<file path="src/rtl/mj32_ctrl_pkg.sv">
// Shared types and constants for the MJ32 boot/run sequencer.
package mj32_ctrl_pkg;

    localparam int unsigned XLEN       = 32;
    localparam int unsigned WORD_BYTES = 4;

    typedef enum logic [1:0] {
        IDLE = 2'd0,
        LOAD = 2'd1,
        BOOT = 2'd2,
        RUN  = 2'd3
    } state_e;

    // Word index to byte address in instruction memory.
    function automatic logic [XLEN-1:0] word_addr(input logic [XLEN-1:0] ptr);
        return ptr * XLEN'(WORD_BYTES);
    endfunction

endpackage

</file>
<file path="src/rtl/mj32_halt_detector.sv">
// Flags a halted core: STALL_LIMIT consecutive cycles where the PC equals its previous value.
module mj32_halt_detector
    import mj32_ctrl_pkg::*;
#(
    parameter int unsigned STALL_LIMIT = 4
) (
    input  logic            clk,
    input  logic            reset,
    input  logic            clear,
    input  logic            en,
    input  logic [XLEN-1:0] core_pc,
    output logic            halted_c
);

    localparam int unsigned CW = $clog2(STALL_LIMIT + 1);

    logic [XLEN-1:0] prev_pc_q, prev_pc_d;
    logic [CW-1:0]   cnt_q, cnt_d;
    logic            valid_q, valid_d;
    logic            same_c;

    // Compare against the previous PC; first enabled cycle has nothing to compare with.
    always_comb begin
        prev_pc_d = prev_pc_q;
        cnt_d     = cnt_q;
        valid_d   = valid_q;
        same_c    = valid_q && (core_pc == prev_pc_q);
        halted_c  = en && same_c && (cnt_q == CW'(STALL_LIMIT - 1));
        if (clear) begin
            valid_d = 1'b0;
            cnt_d   = '0;
        end else if (en) begin
            valid_d   = 1'b1;
            prev_pc_d = core_pc;
            if (!same_c) begin
                cnt_d = '0;
            end else if (cnt_q != CW'(STALL_LIMIT)) begin
                cnt_d = cnt_q + CW'(1);
            end
        end
    end

    // Stall tracking registers.
    always_ff @(posedge clk) begin
        if (!reset) begin
            prev_pc_q <= '0;
            cnt_q     <= '0;
            valid_q   <= 1'b0;
        end else begin
            prev_pc_q <= prev_pc_d;
            cnt_q     <= cnt_d;
            valid_q   <= valid_d;
        end
    end

endmodule

</file>
<file path="src/rtl/mj32_boot_ctrl.sv">
// MJ32 boot/run sequencer: load image into imem, preset PC, run core until halt or budget.
module mj32_boot_ctrl
    import mj32_ctrl_pkg::*;
#(
    parameter int unsigned IMEM_DEPTH  = 256,
    parameter int unsigned RUN_LIMIT   = 1024,
    parameter int unsigned STALL_LIMIT = 4
) (
    input  logic            clk,
    input  logic            reset,
    input  logic            start,
    input  logic            abort,
    input  logic [XLEN-1:0] start_addr,
    input  logic            load_valid,
    input  logic [XLEN-1:0] load_data,
    input  logic            load_last,
    output logic            load_ready,
    output logic            imem_we,
    output logic [XLEN-1:0] imem_waddr,
    output logic [XLEN-1:0] imem_wdata,
    output logic            core_reset,
    output logic            core_enable,
    output logic            core_preset,
    output logic [XLEN-1:0] core_preset_address,
    input  logic [XLEN-1:0] core_pc,
    output logic            busy,
    output logic            done,
    output logic            timeout,
    output logic [XLEN-1:0] run_cycles
);

    state_e          state_q, state_d;
    logic [XLEN-1:0] ptr_q, ptr_d;
    logic [XLEN-1:0] start_addr_q, start_addr_d;
    logic [XLEN-1:0] run_cycles_q, run_cycles_d;
    logic [XLEN-1:0] imem_waddr_q, imem_waddr_d;
    logic [XLEN-1:0] imem_wdata_q, imem_wdata_d;
    logic            imem_we_q, imem_we_d;
    logic            load_ready_q, load_ready_d;
    logic            core_reset_q, core_reset_d;
    logic            core_enable_q, core_enable_d;
    logic            core_preset_q, core_preset_d;
    logic            busy_q, busy_d;
    logic            done_q, done_d;
    logic            timeout_q, timeout_d;

    logic            transfer_c;
    logic            last_c;
    logic            halted_c;
    logic            limit_c;
    logic [XLEN-1:0] run_next_c;

    mj32_halt_detector #(.STALL_LIMIT(STALL_LIMIT)) u_halt (
        .clk      (clk),
        .reset    (reset),
        .clear    (state_q != RUN),
        .en       (state_q == RUN),
        .core_pc  (core_pc),
        .halted_c (halted_c)
    );

    // State register plus all registered datapath/outputs.
    always_ff @(posedge clk) begin
        if (!reset) begin
            state_q       <= IDLE;
            ptr_q         <= '0;
            start_addr_q  <= '0;
            run_cycles_q  <= '0;
            imem_waddr_q  <= '0;
            imem_wdata_q  <= '0;
            imem_we_q     <= 1'b0;
            load_ready_q  <= 1'b0;
            core_reset_q  <= 1'b1;
            core_enable_q <= 1'b0;
            core_preset_q <= 1'b0;
            busy_q        <= 1'b0;
            done_q        <= 1'b0;
            timeout_q     <= 1'b0;
        end else begin
            state_q       <= state_d;
            ptr_q         <= ptr_d;
            start_addr_q  <= start_addr_d;
            run_cycles_q  <= run_cycles_d;
            imem_waddr_q  <= imem_waddr_d;
            imem_wdata_q  <= imem_wdata_d;
            imem_we_q     <= imem_we_d;
            load_ready_q  <= load_ready_d;
            core_reset_q  <= core_reset_d;
            core_enable_q <= core_enable_d;
            core_preset_q <= core_preset_d;
            busy_q        <= busy_d;
            done_q        <= done_d;
            timeout_q     <= timeout_d;
        end
    end

    // Next-state logic; abort overrides everything.
    always_comb begin
        state_d    = state_q;
        transfer_c = (state_q == LOAD) && load_valid && load_ready_q;
        last_c     = load_last || (ptr_q == XLEN'(IMEM_DEPTH - 1));
        run_next_c = (run_cycles_q == '1) ? run_cycles_q : run_cycles_q + XLEN'(1);
        limit_c    = (state_q == RUN) && (run_next_c >= XLEN'(RUN_LIMIT));
        case (state_q)
            IDLE: if (start) state_d = LOAD;
            LOAD: if (transfer_c && last_c) state_d = BOOT;
            BOOT: state_d = RUN;
            RUN:  if (halted_c || limit_c) state_d = IDLE;
            default: state_d = IDLE;
        endcase
        if (abort) state_d = IDLE;
    end

    // Output/datapath next values, registered from the upcoming state.
    always_comb begin
        ptr_d        = ptr_q;
        start_addr_d = start_addr_q;
        run_cycles_d = run_cycles_q;
        imem_waddr_d = imem_waddr_q;
        imem_wdata_d = imem_wdata_q;
        imem_we_d    = 1'b0;
        done_d       = done_q;
        timeout_d    = timeout_q;

        if ((state_q == IDLE) && start && !abort) begin
            start_addr_d = start_addr;
            ptr_d        = '0;
            run_cycles_d = '0;
            done_d       = 1'b0;
            timeout_d    = 1'b0;
        end
        if (transfer_c && !abort) begin
            imem_we_d    = 1'b1;
            imem_waddr_d = word_addr(ptr_q);
            imem_wdata_d = load_data;
            ptr_d        = ptr_q + XLEN'(1);
        end
        if (state_q == RUN && !abort) begin
            run_cycles_d = run_next_c;
            if (halted_c)     done_d    = 1'b1;
            else if (limit_c) timeout_d = 1'b1;
        end
        if (abort) begin
            done_d    = 1'b0;
            timeout_d = 1'b0;
        end

        load_ready_d  = (state_d == LOAD);
        busy_d        = (state_d != IDLE);
        core_enable_d = (state_d == RUN);
        core_preset_d = (state_d == BOOT);
        // Core stays out of reset after a finished run so its state can be inspected.
        case (state_d)
            LOAD:     core_reset_d = 1'b1;
            BOOT,
            RUN:      core_reset_d = 1'b0;
            default:  core_reset_d = abort ? 1'b1 : core_reset_q;
        endcase
    end

    assign load_ready          = load_ready_q;
    assign imem_we             = imem_we_q;
    assign imem_waddr          = imem_waddr_q;
    assign imem_wdata          = imem_wdata_q;
    assign core_reset          = core_reset_q;
    assign core_enable         = core_enable_q;
    assign core_preset         = core_preset_q;
    assign core_preset_address = start_addr_q;
    assign busy                = busy_q;
    assign done                = done_q;
    assign timeout             = timeout_q;
    assign run_cycles          = run_cycles_q;

endmodule
</file>
<file path="config.mk">
export PLATFORM = sky130hd
export DESIGN_NAME = mj32_boot_ctrl
export DESIGN_NICKNAME = d
export VERILOG_FILES = /design/src/rtl/mj32_ctrl_pkg.sv /design/src/rtl/mj32_halt_detector.sv /design/src/rtl/mj32_boot_ctrl.sv
export SDC_FILE = /design/constraint.sdc
export NUM_CORES = 1
export LEC_CHECK = 0
export CAP_MARGIN = 20
export CELL_PAD_IN_SITES_DETAIL_PLACEMENT = 0
export CELL_PAD_IN_SITES_GLOBAL_PLACEMENT = 1
export CORE_MARGIN = 1
export CORE_UTILIZATION = 30
export DETAILED_ROUTE_END_ITERATION = 10
export GPL_ROUTABILITY_DRIVEN = 0
export PLACE_DENSITY_LB_ADDON = 0.2
export REMOVE_ABC_BUFFERS = 1
export SLEW_MARGIN = 20
export SYNTH_ARGS = -nofsm -noshare
export SYNTH_HDL_FRONTEND = slang
export SYNTH_HIERARCHICAL = 1
export SYNTH_SLANG_ARGS = --single-unit
</file>
<file path="constraint.sdc">
create_clock -name clk -period 8.5 [get_ports clk]
set_input_delay 1.7 -clock clk [delete_from_list [all_inputs] [get_ports clk]]
set_output_delay 1.7 -clock clk [all_outputs]
set_load 0.01 [all_outputs]
</file>
* Word-level counts from Yosys, hierarchy flattened
Cells that the tools add are included.
Widths: inputs -> output; s select.
** Operators by class
- Add/sub/neg operators :: 3
- $lt $le $gt $ge :: 1
- Equal/unequal tests :: 13
- Mux-type cells :: 21
- Bitwise logic cells :: 2
- Reduce and logical (&&, ||, !) cells :: 24
** Operators by type and width (number)
- $mux 32 :: 4
- $add 32x1->32 const B :: 2
- $eq 32x32->1 :: 1
- $eq 32x32->1 const B :: 1
- $eq 32x8->1 const B :: 1
- $ge 32x11->1 const B :: 1
- $logic_and 1x1->1 :: 11
- $mux 1 :: 9
- $eq 2x2->1 const B :: 4
- $mux 2 :: 4
- $pmux 2 s4 :: 1
- $mux 3 :: 2
- $reduce_bool 2->1 :: 3
- $reduce_or 2->1 :: 3
- $eq 2x1->1 const B :: 2
- $ne 2x2->1 const B :: 2
- $reduce_and 2->1 :: 2
- $add 3x1->3 const B :: 1
- $eq 3x2->1 const B :: 1
- $ne 3x3->1 const B :: 1
- $reduce_bool 3->1 :: 1
- $logic_not 2->1 :: 1
- $logic_or 1x1->1 :: 2
- $not 1->1 :: 2
- 2 further kinds :: 2
** Storage, ports and cells
- Register bits after elaboration :: 204
- Input bits :: 102

* Longest topological paths before layout
Gate-level depths: netlist (run 1).
- Depth in word-level cells :: 11
- Gate-level depth with buffers :: 10

* By module
Netlist (run 1), hierarchy kept.
** Modules (own cells, without submodules)
- mj32_boot_ctrl :: times used 1, cells each 969, area each 7414.6 sq um, sequential area each 3363.2 sq um
- mj32_halt_detector :: times used 1, cells each 230, area each 1880.6 sq um, sequential area each 720.7 sq um

* Worst setup path before layout (run 1)
OpenSTA, ideal clock, no wires.
- Path kind :: input to register
- Start :: input abort
- End :: register ptr_q[31]
- Setup time :: 0.070 ns
- Arrival :: 3.792 ns
- Required time :: 8.430 ns
- Slack :: 4.638 ns
- Cell stages on the path :: 9
- Buffers on the path :: 3
- Cell sequence :: clkbuf_1 -> or3_1 -> clkbuf_1 -> nor3_1 -> nand3b_1 -> or3_1 -> clkbuf_1 -> or3_1 -> a21oi_1
** Between the ends
- Word-level cells in the longest chain between the ends :: 3
- Elaborated cells between the ends (all ways) :: 5
- Those cells by class :: mux: 1; reduce/logical: 4
** Ends and longest elaborated chain
- start, declared :: RTL line mj32_boot_ctrl.sv:12 : input logic abort,
- $logic_not 1->1 (*) :: RTL line mj32_boot_ctrl.sv:125, mj32_boot_ctrl.sv:132
- $logic_and 1x1->1 (on tied branches) :: RTL line mj32_boot_ctrl.sv:132, mj32_boot_ctrl.sv:125
- $mux 32 / $reduce_bool 2->1 (equally long branches)
- end signal, assigned :: RTL line mj32_boot_ctrl.sv:81 : ptr_q <= ptr_d;
- end, declared :: RTL line mj32_boot_ctrl.sv:33 : logic [XLEN-1:0] ptr_q, ptr_d;
Every way passes the cells marked *; elsewhere a longest branch is shown, timed or not.
A chain may end at the register's enable or synchronous reset.

* Worst setup path after layout (run 1)
- Start :: input load_valid
- End :: register ptr_q[31]
** Between the ends
- Word-level cells in the longest chain between the ends :: 4
- Elaborated cells between the ends (all ways) :: 5
- Those cells by class :: mux: 1; reduce/logical: 4
** Ends and longest elaborated chain
- start, declared :: RTL line mj32_boot_ctrl.sv:14 : input logic load_valid,
- $logic_and 1x1->1 (*) (2 in a row) :: RTL line mj32_boot_ctrl.sv:100 : transfer_c = (state_q == LOAD) && load_valid && load_ready_q;
- $logic_and 1x1->1 (*) :: RTL line mj32_boot_ctrl.sv:132 : if (transfer_c && !abort) begin
- $mux 32 / $reduce_bool 2->1 (equally long branches)
Marked as above.

==> metrics.cfg, run 1 <==
[synth]
ys.flop_type = sky130_fd_sc_hd__dfxtp_1
ys_seq_area_share_pct = 43.94
synth.cell_area_sq_um = 9295
synth-compound-area-share_pct = 17.49
synth_xor_xnor_area_share_pct = 3.392
average_cell_area_after_synthesis_sq_um = 7.752
post_synth_fa_ha_maj_area_fraction_pct = 0.6730
synthDominantAreaCellType = sky130_fd_sc_hd__dfxtp_1
ys_types = 61
synth.mux.area_fraction_pct = 1.036
postSynthRegisterBits = 204
synth_edf_count = 0
synth.yosys.warnings = 6
synth_cells = 1199
synth_top_area_share_pct = 43.94
ys_async_sr_fraction_pct = 0
synth_top_cells_by_area = sky130_fd_sc_hd__dfxtp_1 (44%), sky130_fd_sc_hd__nand2_1 (13%), sky130_fd_sc_hd__a21oi_1 (8.0%)
post_synth_and_or_nand_nor_area_fraction_pct = 29.51
synth_top_family_by_area = simple AND/OR/NAND/NOR gates

[timing]
timing_max_transition_violations_final = 0
period_minus_slack_ns = 4.567
setup-tns-final_ns = 0
final_hold_fails = 0
setup_viol_count_final = 0
layout_worst_path_cycle_share_pct = 53.73
rsz0062_at_grt = no
max-slew-margin-rel_pct = 34.40
timing_worst_slew_pin_value_ns = 0.9840
skew_ns = 0.01461
maxClockFrequency_mhz = 219.0

[worst_setup_path]
timing.setup.critical_path_class = in -> reg
timing.rr.start = run_cycles[0]$_SDFFE_PN0P_
rr_worst_depth = 9
timing.reg2reg.setup_slack_ns = 4.76
critPathArrivalTime_ns = 5.03
crit_path_end_kind = flip-flop
max_fo_critical_path = 77
cp_data_required_time_ns = 8.96
startpoint_type = primary input
worstReg2RegEnd = core_preset$_SDFF_PN0_

[floorplanning]
std_cell_rows = 64
core_sq_um = 30510
start_util_pct = 30.47
die_width_um = 178.0
fp.dieArea_sq_um = 31690
ioPinCount = 238
die_y_um = 178.0

[clocking]
clk_latency_worst_skew_pair_ns = 0.54
cts-root-to-sink-buffers = 3
cts_resized = 0
cts-htree-levels = 1
cts_tree = done
cts_setup_buffers = 0
root_buffer = sky130_fd_sc_hd__clkbuf_16
post_cts_hold_buffer_count = 0
clk_transition_reported_paths_ns = 0.06
cts.sinks = 204
cts_buffers = 25

[route]
remaining_drc_errors = 0
wire_per_inst_um = 15.84
drt.antenna.violating_nets = 0
total_vias_in_the_final_route = 9017
drt_first_iter_violations = 469
vias_per_cell = 5.001
finalWirelength_um = 28560
drtPass1Iterations = 5

[placement]
post-dp-hpwl_um = 18410
port_buffers = 235

[min_path]
hold_path.startpoint = imem_wdata[25]$_SDFFE_PN0P_
worst_hold_path_depth = 2
whs_endpoint = imem_wdata[25]$_SDFFE_PN0P_
timing.hold.worst.class = reg -> reg

[run_status]
run_status = finished, final reports clean

[final_layout]
area_growth_pct = 36.37
drive_gt1_share_pct = 5.402
utilization_after_layout_pct = 41.55
finalNetCount = 1500
antenna-diode-count = 0

[global_routing]
gr-total-overflow = 0
wire_length_of_the_first_global_routing_pass_um = 45330
globalRouteTotalUtil_pct = 17.73
grt_start_max_net_pins = 88
grt_antenna_before_repair = 0
grt_pass1_vias = 8531

[flow_run]
maxCapViolCount = 0

[power]
pwr_per_cell_area_nw_per_um2 = 167.0
vdd.ir_drop.worst_v = 0.0001294
p_leak_uw = 0.004067

==> cells by family (layout without fill, tap and decap cells) <==
kind of cell	count (synthesis)	after routing
xor+xnor	36	36
mux	9	9
flops	204	204
fa+ha+maj	5	5
other cells	1	2
buf+inv	88	295
simple gates	581	581
compound gates	275	275
==> worst max path at each step <==
| stage | start | end | slack [ns] | cells after the start |
|---|---|---|---|---|
| 2_1_floorplan | load_valid | ptr_q[30]$_SDFFE_PN0P_ | 1.41 | 8 |
| 3_3_place_gp | load_valid | ptr_q[31]$_SDFFE_PN0P_ | 3.43 | 9 |
| 3_5_place_dp | load_valid | ptr_q[31]$_SDFFE_PN0P_ | 3.35 | 9 |
| 4_1_cts | load_valid | ptr_q[31]$_SDFFE_PN0P_ | 3.92 | 9 |
| 5_1_grt | load_valid | ptr_q[31]$_SDFFE_PN0P_ | 3.64 | 9 |
| 6_report | load_valid | ptr_q[31]$_SDFFE_PN0P_ | 3.93 | 9 |
==> per-stage QoR <==
stage,setup WS (ns),instances,instance area [sq um],hold WS [ns],total power (uW)
2_1_floorplan,1.414,1121,8967,0.4468,1034
3_3_place_gp,3.430,1762,11910,0.4405,1123
3_5_place_dp,3.350,1762,11910,0.4471,1123
4_1_cts,3.917,1803,12680,0.4553,2164
5_1_grt,3.642,1803,12680,0.4696,2207
6_report,3.933,1803,12680,0.4512,2117
==> sequential cells by signal, summed over array words and instances (netlist names) <==
register / count
core_preset: 1
imem_we: 1
core_enable: 1
core_reset: 1
run_cycles: 32
busy: 1
done: 1
load_ready: 1
imem_waddr: 30
u_halt/prev_pc_q: 32
u_halt/valid_q: 1
state_q: 2
imem_wdata: 32
timeout: 1
u_halt/cnt_q: 3
core_preset_address: 32
ptr_q: 32
==> cells in the final DEF (no fill, tap or decap), types with 8 or more instances in the layout <==
cell type and n:
sky130_fd_sc_hd__nand2_1 311, sky130_fd_sc_hd__clkdlybuf4s50_1 235, sky130_fd_sc_hd__dfxtp_1 204, sky130_fd_sc_hd__a21oi_1 149, sky130_fd_sc_hd__nor2_1 72, sky130_fd_sc_hd__nand3_1 36
sky130_fd_sc_hd__nand4_1 36, sky130_fd_sc_hd__o21ai_0 34, sky130_fd_sc_hd__xnor2_1 33, sky130_fd_sc_hd__clkbuf_16 25, sky130_fd_sc_hd__and3_1 18, sky130_fd_sc_hd__a21boi_1 17
sky130_fd_sc_hd__nor3_1 16, sky130_fd_sc_hd__nor4_1 16, sky130_fd_sc_hd__or3_1 15, sky130_fd_sc_hd__a21boi_0 15, sky130_fd_sc_hd__buf_4 10, sky130_fd_sc_hd__or2_2 9
sky130_fd_sc_hd__inv_1 8, sky130_fd_sc_hd__o21a_1 8, sky130_fd_sc_hd__a311oi_1 8, sky130_fd_sc_hd__o211ai_1 8
==> cell type report <==
class | instances | area, sq um
inverter | 9 | 36.28
fill | 3139 | 17830
tap | 396 | 495.5
sequential | 204 | 4084
multi-input combinational | 908 | 4870
clock buffer | 35 | 693.2
clock inverter | 6 | 70.07
timing repair buffer | 245 | 2427
==> metal layers <==
metal	vias to the layer above	share of wire, %	GRT usage [%]
met3	43	8.3	5.307
met2	260	42	27.25
met1	4155	48	24.00
met4	0	1.8	4.558
met5	-	0	0
li1	4559	-	-
==> critical path, cell delays in order <==
cell,delay [ns]
sky130_fd_sc_hd__clkdlybuf4s50_1,0.50
sky130_fd_sc_hd__nand3_1,0.17
sky130_fd_sc_hd__or3_2,0.44
sky130_fd_sc_hd__buf_4,0.37
sky130_fd_sc_hd__nor3_1,0.43
sky130_fd_sc_hd__nand3b_1,0.32
sky130_fd_sc_hd__or3_1,0.53
sky130_fd_sc_hd__or3_1,0.39
sky130_fd_sc_hd__a21oi_1,0.14
==> synthesized netlist by cell type (3+ instances only) <==
master                       n
sky130_fd_sc_hd__buf_2      10
sky130_fd_sc_hd__xnor2_1    33
sky130_fd_sc_hd__a21boi_1   17
sky130_fd_sc_hd__buf_4       6
sky130_fd_sc_hd__and3_1     18
sky130_fd_sc_hd__and2_1      6
sky130_fd_sc_hd__a311oi_1    8
sky130_fd_sc_hd__a21oi_1   149
sky130_fd_sc_hd__a21boi_0   15
sky130_fd_sc_hd__nand4_1    36
sky130_fd_sc_hd__o21a_1      8
sky130_fd_sc_hd__nand3b_1    7
sky130_fd_sc_hd__mux2_2      5
sky130_fd_sc_hd__nand2b_1    6
sky130_fd_sc_hd__a22oi_1     7
sky130_fd_sc_hd__and4_1      7
sky130_fd_sc_hd__o211ai_1    8
sky130_fd_sc_hd__xor2_1      3
sky130_fd_sc_hd__or3_1      16
sky130_fd_sc_hd__mux2i_1     4
sky130_fd_sc_hd__a31oi_1     7
sky130_fd_sc_hd__inv_1       8
sky130_fd_sc_hd__nand3_1    36
sky130_fd_sc_hd__a211oi_1    6
sky130_fd_sc_hd__nor2_1     74
sky130_fd_sc_hd__nand4b_1    3
sky130_fd_sc_hd__nor3_1     17
sky130_fd_sc_hd__nor4b_1     4
sky130_fd_sc_hd__or2_2       9
sky130_fd_sc_hd__nor4_1     16
sky130_fd_sc_hd__buf_1       7
sky130_fd_sc_hd__o21ai_0    34
sky130_fd_sc_hd__nand2_1   311
sky130_fd_sc_hd__clkbuf_1   56
sky130_fd_sc_hd__dfxtp_1   204
sky130_fd_sc_hd__ha_1        5
==> power by group <==
| part | total, uW | internal, uW | switching [uW] |
|---|---|---|---|
| combinational | 132 | 70.1 | 62.1 |
| sequential | 969 | 965 | 4.11 |
| clock | 1020 | 596 | 420 |
| total | 2120 | 1630 | 486 |
(Power assumes the default switching activity.)
==> run 2, diff against run 1 <==
clock period = 3.8 ns   (was 8.5 ns; I/O delays follow)
==> metrics.cfg, run 2 (synthesized netlist as in run 1, its figures left out) <==
[run_status]
run_status = finished, final reports clean  ; unchanged

[final_layout]
final_cell_count_no_fill = 1827  ; was 1803
utilization_after_layout_pct = 42.17  ; was 41.55%
finalNetCount = 1520  ; was 1500
drive_gt1_share_pct = 6.918  ; was 5.402%
multiInputGateArea_sq_um = 4865  ; was 4870 sq um
seq_area_sq_um = 4084  ; unchanged
final_area_sq_um = 12870  ; was 12680 sq um
layout_commonest_cell = sky130_fd_sc_hd__nand2_1  ; unchanged
area_growth_pct = 38.42  ; was 36.37%
antenna-diode-count = 0  ; unchanged
most-common-layout-cells = sky130_fd_sc_hd__nand2_1 (311), sky130_fd_sc_hd__clkdlybuf4s50_1 (235), sky130_fd_sc_hd__dfxtp_1 (204)  ; unchanged
fill_cells = 3161  ; was 3139

[clocking]
cts_tree = done  ; unchanged
cts_buffers = 25  ; unchanged
clk_latency_worst_skew_pair_ns = 0.52  ; was 0.54 ns
cts_setup_buffers = 0  ; unchanged
cts.sinks = 204  ; unchanged
cts-root-to-sink-buffers = 3  ; unchanged
root_buffer = sky130_fd_sc_hd__clkbuf_16  ; unchanged
post_cts_hold_buffer_count = 0  ; unchanged
clk_transition_reported_paths_ns = 0.06  ; about the same
cts-htree-levels = 1  ; unchanged
cts_resized = 0  ; unchanged

[global_routing]
grt_antenna_before_repair = 0  ; unchanged
globalRouteTotalUtil_pct = 17.64  ; was 17.73%
grt_start_max_net_pins = 77  ; was 88
grt_pass1_vias = 8553  ; was 8531
wire_length_of_the_first_global_routing_pass_um = 45370  ; was 45330 um
gr-total-overflow = 0  ; unchanged

[worst_setup_path]
cp_data_required_time_ns = 4.21  ; was 8.96 ns
critPathSlowestCell = sky130_fd_sc_hd__a2111oi_0  ; was sky130_fd_sc_hd__or3_1
crit_path_end_kind = flip-flop  ; unchanged
max_fo_critical_path = 6  ; was 77
timing.critical_path.cells = ha_1, nand2_1, or4_1, a2111oi_0, xnor2_1, and3_1, nand4_1, o32a_1, o2111a_1  ; was clkdlybuf4s50_1, nand3_1, or3_2, buf_4, nor3_1, nand3b_1, or3_1, or3_1, a21oi_1
critPathArrivalTime_ns = 3.76  ; was 5.03 ns
timing.reg2reg.setup_slack_ns = 0.45  ; was 4.76 ns
timing.critical_path.slowest_cell_delay_ns = 0.57  ; was 0.53 ns
timing.setup.critical_path_class = reg -> reg  ; was in -> reg
startpoint_type = flip-flop  ; was primary input

[route]
drtPass1Iterations = 5  ; unchanged
finalWirelength_um = 28710  ; was 28560 um
drt_first_iter_violations = 445  ; was 469
drt.antenna.violating_nets = 0  ; unchanged
wire_per_inst_um = 15.72  ; was 15.84 um
vias_per_cell = 4.975  ; was 5.001
remaining_drc_errors = 0  ; unchanged
total_vias_in_the_final_route = 9090  ; was 9017

[flow_run]
maxCapViolCount = 0  ; unchanged

[timing]
timing_max_transition_violations_final = 0  ; unchanged
setup_viol_count_final = 0  ; unchanged
period_minus_slack_ns = 3.345
max-slew-margin-rel_pct = 43.15  ; was 34.40%
layout_worst_path_cycle_share_pct = 88.04
rsz0062_at_grt = no  ; unchanged
final_hold_fails = 0  ; unchanged
timing_worst_slew_pin_value_ns = 0.8450  ; was 0.9840 ns
maxClockFrequency_mhz = 298.9
skew_ns = 0.009949  ; was 0.01461 ns
setup-tns-final_ns = 0  ; unchanged

[min_path]
timing.hold.worst.class = reg -> reg  ; unchanged

[power]
p_total_uw = 4728  ; was 2117 uW
p_leak_uw = 0.004194  ; was 0.004067 uW
pwr_per_cell_area_nw_per_um2 = 367.5  ; was 167.0 nW/um^2
vdd.ir_drop.worst_v = 0.0002896  ; was 0.0001294 V

[floorplanning]
die_y_um = 178.0  ; unchanged
ioPinCount = 238  ; unchanged
core_sq_um = 30510  ; unchanged
die_width_um = 178.0  ; unchanged
std_cell_rows = 64  ; unchanged
fp.dieArea_sq_um = 31690  ; unchanged
start_util_pct = 30.47  ; unchanged

[placement]
post-dp-hpwl_um = 19160  ; was 18410 um
port_buffers = 235  ; unchanged
numPlacedInstances = 1782  ; was 1762
placed_cell_area_sq_um = 12080  ; was 11910 sq um

[run 2: changes by cell type in the layout (fill, tap and decap cells not counted)]
cell,delta
sky130_fd_sc_hd__buf_12,+2
sky130_fd_sc_hd__buf_4,+18
sky130_fd_sc_hd__bufinv_16,-1
sky130_fd_sc_hd__clkbuf_1,-1
sky130_fd_sc_hd__clkbuf_8,+4
sky130_fd_sc_hd__clkinv_2,+2
sky130_fd_sc_hd__inv_16,-1
sky130_fd_sc_hd__inv_6,+1
sky130_fd_sc_hd__nor2_1,+2
sky130_fd_sc_hd__nor2_2,-2
[run 2: area by class of cell]
class                   count  share of cell area, %
clock buffers              38                  5.786
flip-flops and latches    204                  31.74
inverters                   9                 0.2820
multi-input cells         908                  37.81
well taps                 396                  3.851
clock inverters             7                 0.3015
repair buffers            265                  20.23
[run 2: report_power, final]
group          leakage [uW]  total (uW)  internal, uW  switching [uW]
logic               0.00215         302           163             140
clock network      0.000393        2260          1340             916
registers           0.00165        2170          2160            9.09
[run 2: worst max-delay path, delay by kind of cell (launching register included)]
family	cells	cell delay, ns
flops	1	0.40
compound gates	3	1.24
simple gates	4	1.11
xor+xnor	1	0.22
fa+ha+maj	1	0.26
[run 2: through the flow]
step	hold WS (ns)	setup WS (ns)
6_report	0.4521	0.4546
5_1_grt	0.4656	0.2182
4_1_cts	0.4535	0.4753
3_5_place_dp	0.4456	0.3749
3_3_place_gp	0.4406	0.4055
2_1_floorplan	0.4468	-2.346
[run 2: routing by layer]
| layer | vias to the layer above | routed length (um) | track usage, % |
|---|---|---|---|
| met4 | 0 | 448 | 3.668 |
| li1 | 4596 | - | - |
| met2 | 245 | 12700 | 28.19 |
| met3 | 37 | 2601 | 6.010 |
| met1 | 4212 | 12960 | 22.86 |
| met5 | - | 0 | 0 |
[run 2: worst paths after layout]
check | startpoint | end | cells after the start
worst max-delay path | run_cycles[0]$_SDFFE_PN0P_ | core_preset$_SDFF_PN0_ | 9
worst min-delay path | imem_waddr[10]$_SDFFE_PN0P_ | imem_waddr[10]$_SDFFE_PN0P_ | 2
worst max register to register | run_cycles[0]$_SDFFE_PN0P_ | core_preset$_SDFF_PN0_ | 9
worst min register to register | imem_waddr[10]$_SDFFE_PN0P_ | imem_waddr[10]$_SDFFE_PN0P_ | 2
==> RTL change (config.mk and constraints of run 2) <==
The 4 states of `state_e` get a one-hot encoding in 4 bits.
--- a/src/rtl/mj32_ctrl_pkg.sv
+++ b/src/rtl/mj32_ctrl_pkg.sv
@@ -4,11 +4,11 @@
     localparam int unsigned XLEN       = 32;
     localparam int unsigned WORD_BYTES = 4;
 
-    typedef enum logic [1:0] {
-        IDLE = 2'd0,
-        LOAD = 2'd1,
-        BOOT = 2'd2,
-        RUN  = 2'd3
+    typedef enum logic [3:0] {
+        IDLE = 4'b0001,
+        LOAD = 4'b0010,
+        BOOT = 4'b0100,
+        RUN  = 4'b1000
     } state_e;
 
     // Word index to byte address in instruction memory.
Behaviour: no difference found for any inputs over 10 cycles, from zero or initial values and one cycle with reset low; not proved beyond that.
==> RTL change against run 2 <==
Global-route usage is 0.45 points lower; sequential cell count is 2 higher; total power is 5.2% higher; final area is 0.44% higher; clock skew is 0.0073 ns higher; die area is 0.51% higher; setup slack better by 0.46 ns; cell count is 0.27% lower; area after synthesis is 0.51% higher; wire length is 1.7% lower; clock power is 9.3% higher; core utilization is 0.074 points higher; fmax is 16% higher; critical endpoint is now core_reset.
==> RTL change: results (changes against run 2) <==
* Outcome: complete, no violations
* Nonclk inv count at 11 (+2)
* # diodes at 0 (unchanged)
* Clock buffer cells at 40 (+5.3%)
* Peak VDD IR at 233.2 uV (-19%)
* Fraction of area in registers at 0.3191 (+0.001716)
* Vias in the first global route at 8307 (-2.9%)
* Flop+latch power at 0.00219 W
* Buffering overhead at 0.1935 (-0.008821)
* Nets@finish at 1517 (-0.20%)
* Cell variety after synth at 63 (+3.3%)
* Initial antenna violation count at 0 (unchanged)
* Multi-input gates at 912 (+0.44%)
* Worst Hold Class: flop to flop
* Share of layout cells above drive strength 1 at 0.05610 (-0.01308)
* Synth cell count leaders: 301 x nand2_1, 206 x dfxtp_1, 144 x a21oi_1
* Synth top area cells: dfxtp_1 44%, nand2_1 12%, a21oi_1 7.7%
* Clk_skew at 0.01723 ns (+0.007282 ns)
* Tot GR Track Use at 0.1719 (-0.004498)
* Via-to-Cell Ratio at 4.925 (-1.0%)
* Worst path max stage delay at 0.66 ns (+0.09 ns)
* Synth Warn # at 6 (unchanged)
* Post-Place Cells at 1778 (-0.22%)
* Sequential cells at 206 (+0.98%)
* Num CTS Buffers at 26 (+4.0%)
* Seq/Total Area, Yosys at 0.4414 (+0.002050)
* First-pass DRT Iterations at 7 (+2)
* Sw power at 0.001087 W (+2.0%)
* Met1 Track Usage GR at 0.2299 (+0.001281)
* Clk cell area share at 0.06729 (+0.006416)
* Synthesized netlist cell count at 1205 (+0.50%)
* Global-route met2 utilization at 0.2892 (+0.007305)
* Fillers at 3143 (-0.57%)
* Total power at 0.004972 W (+5.2%)
* Area taken by multi-input logic gates at 0.004890 mm^2 (+0.51%)
* Post-CTS Setup Bufs at 0 (unchanged)
* Clk buf depth at 3 (unchanged)
* CTS resizes at 0 (unchanged)
* CP max stage cell: nor4_1
* Wire per inst at 15.48 um (-1.5%)
* H-tree Lvls at 1 (unchanged)
* Top delay family on crit path: simple AND/OR/NAND/NOR gates
* First-pass GRT wire length at 44640 um (-1.6%)
* Actual slew at the worst max-slew pin at 0.8115 ns (-0.03348 ns)
* Largest net degree at the start of global routing at 145 (+88%)
* Met3 usage at 0.02472 (-0.03538)
* Clock transition at path regs at 0.06 ns (about the same)
* DP HPWL at 18840 um (-1.7%)
* Non-clock buffers at 253 (-4.5%)
* Critical Path AT at 3.26 ns (-0.50 ns)
* Root Driver: clkbuf_16
* Metal1 wirelength at 13130 um (+1.3%)
* 1st-iter DRT viols at 509 (+14%)
* Met3 WL at 1093 um (-58%)
* Met2 Wirelength at 13560 um (+6.8%)
* Final WL at 28210 um (-1.7%)
* Clk. pwr at 0.00247 W (+9.3%)
* Leakage at 4.297 nW (+2.5%)
* Largest fanout on the critical path at 8 (+2)
## RTL change: cell types whose count changed after synthesis, moves of 7 or more
cell,before,now
o21ai_0,34,59
or2_2,9,2
nand2_1,311,301
and4_1,7,14
or3_1,16,7
nor2b_1,2,9
## RTL change: stage by stage
| stage | hold slack (ns) | worst slack [ns] | setup TNS (ns) | utilization | cell area (um^2) |
|---|---|---|---|---|---|
| 2_1_floorplan | 0.4364 | -0.1556 | -1.437 | - | 9034 |
| 3_3_place_gp | 0.4417 | 0.7154 | 0 | 0.3940 | 12050 |
| 4_1_cts | 0.4528 | 0.8206 | 0 | 0.4224 | 12920 |
| 5_1_grt | 0.4683 | 0.5052 | 0 | 0.4224 | 12920 |
| 3_5_place_dp | 0.4452 | 0.6549 | 0 | 0.3940 | 12050 |
| 6_report | 0.4511 | 0.9145 | 0 | 0.4224 | 12920 |
## RTL change: path summary, 6_finish.rpt
path / to / cells after the start / slack, ns / from
min: timeout / 2 / 0.45 / timeout
max reg2reg: core_reset / 8 / 0.91 / run_cycles[0]
min reg2reg: timeout / 2 / 0.45 / timeout
max: core_reset / 8 / 0.91 / run_cycles[0]
## RTL change: kinds of logic (layout without fill, tap and decap cells)
family / after synthesis / in the layout / synth area share
AND/OR/NAND/NOR: 569 / 569 / 0.2867
AO/OA/AOI/OAI: 283 / 283 / 0.1740
flip-flops: 206 / 206 / 0.4414
buffers and inverters: 88 / 308 / 0.03790
XOR/XNOR: 38 / 38 / 0.03562
multiplexers: 15 / 15 / 0.01728
adder cells (fa/ha/maj): 5 / 5 / 0.006696
other: 1 / 2 / 0.0004014
## RTL change: worst register-to-register path, delay by kind of cell (launching register included)
family          cells  cell delay (ns)
simple gates        5             1.81
flops               1             0.44
fa+ha+maj           1             0.25
compound gates      2             0.25
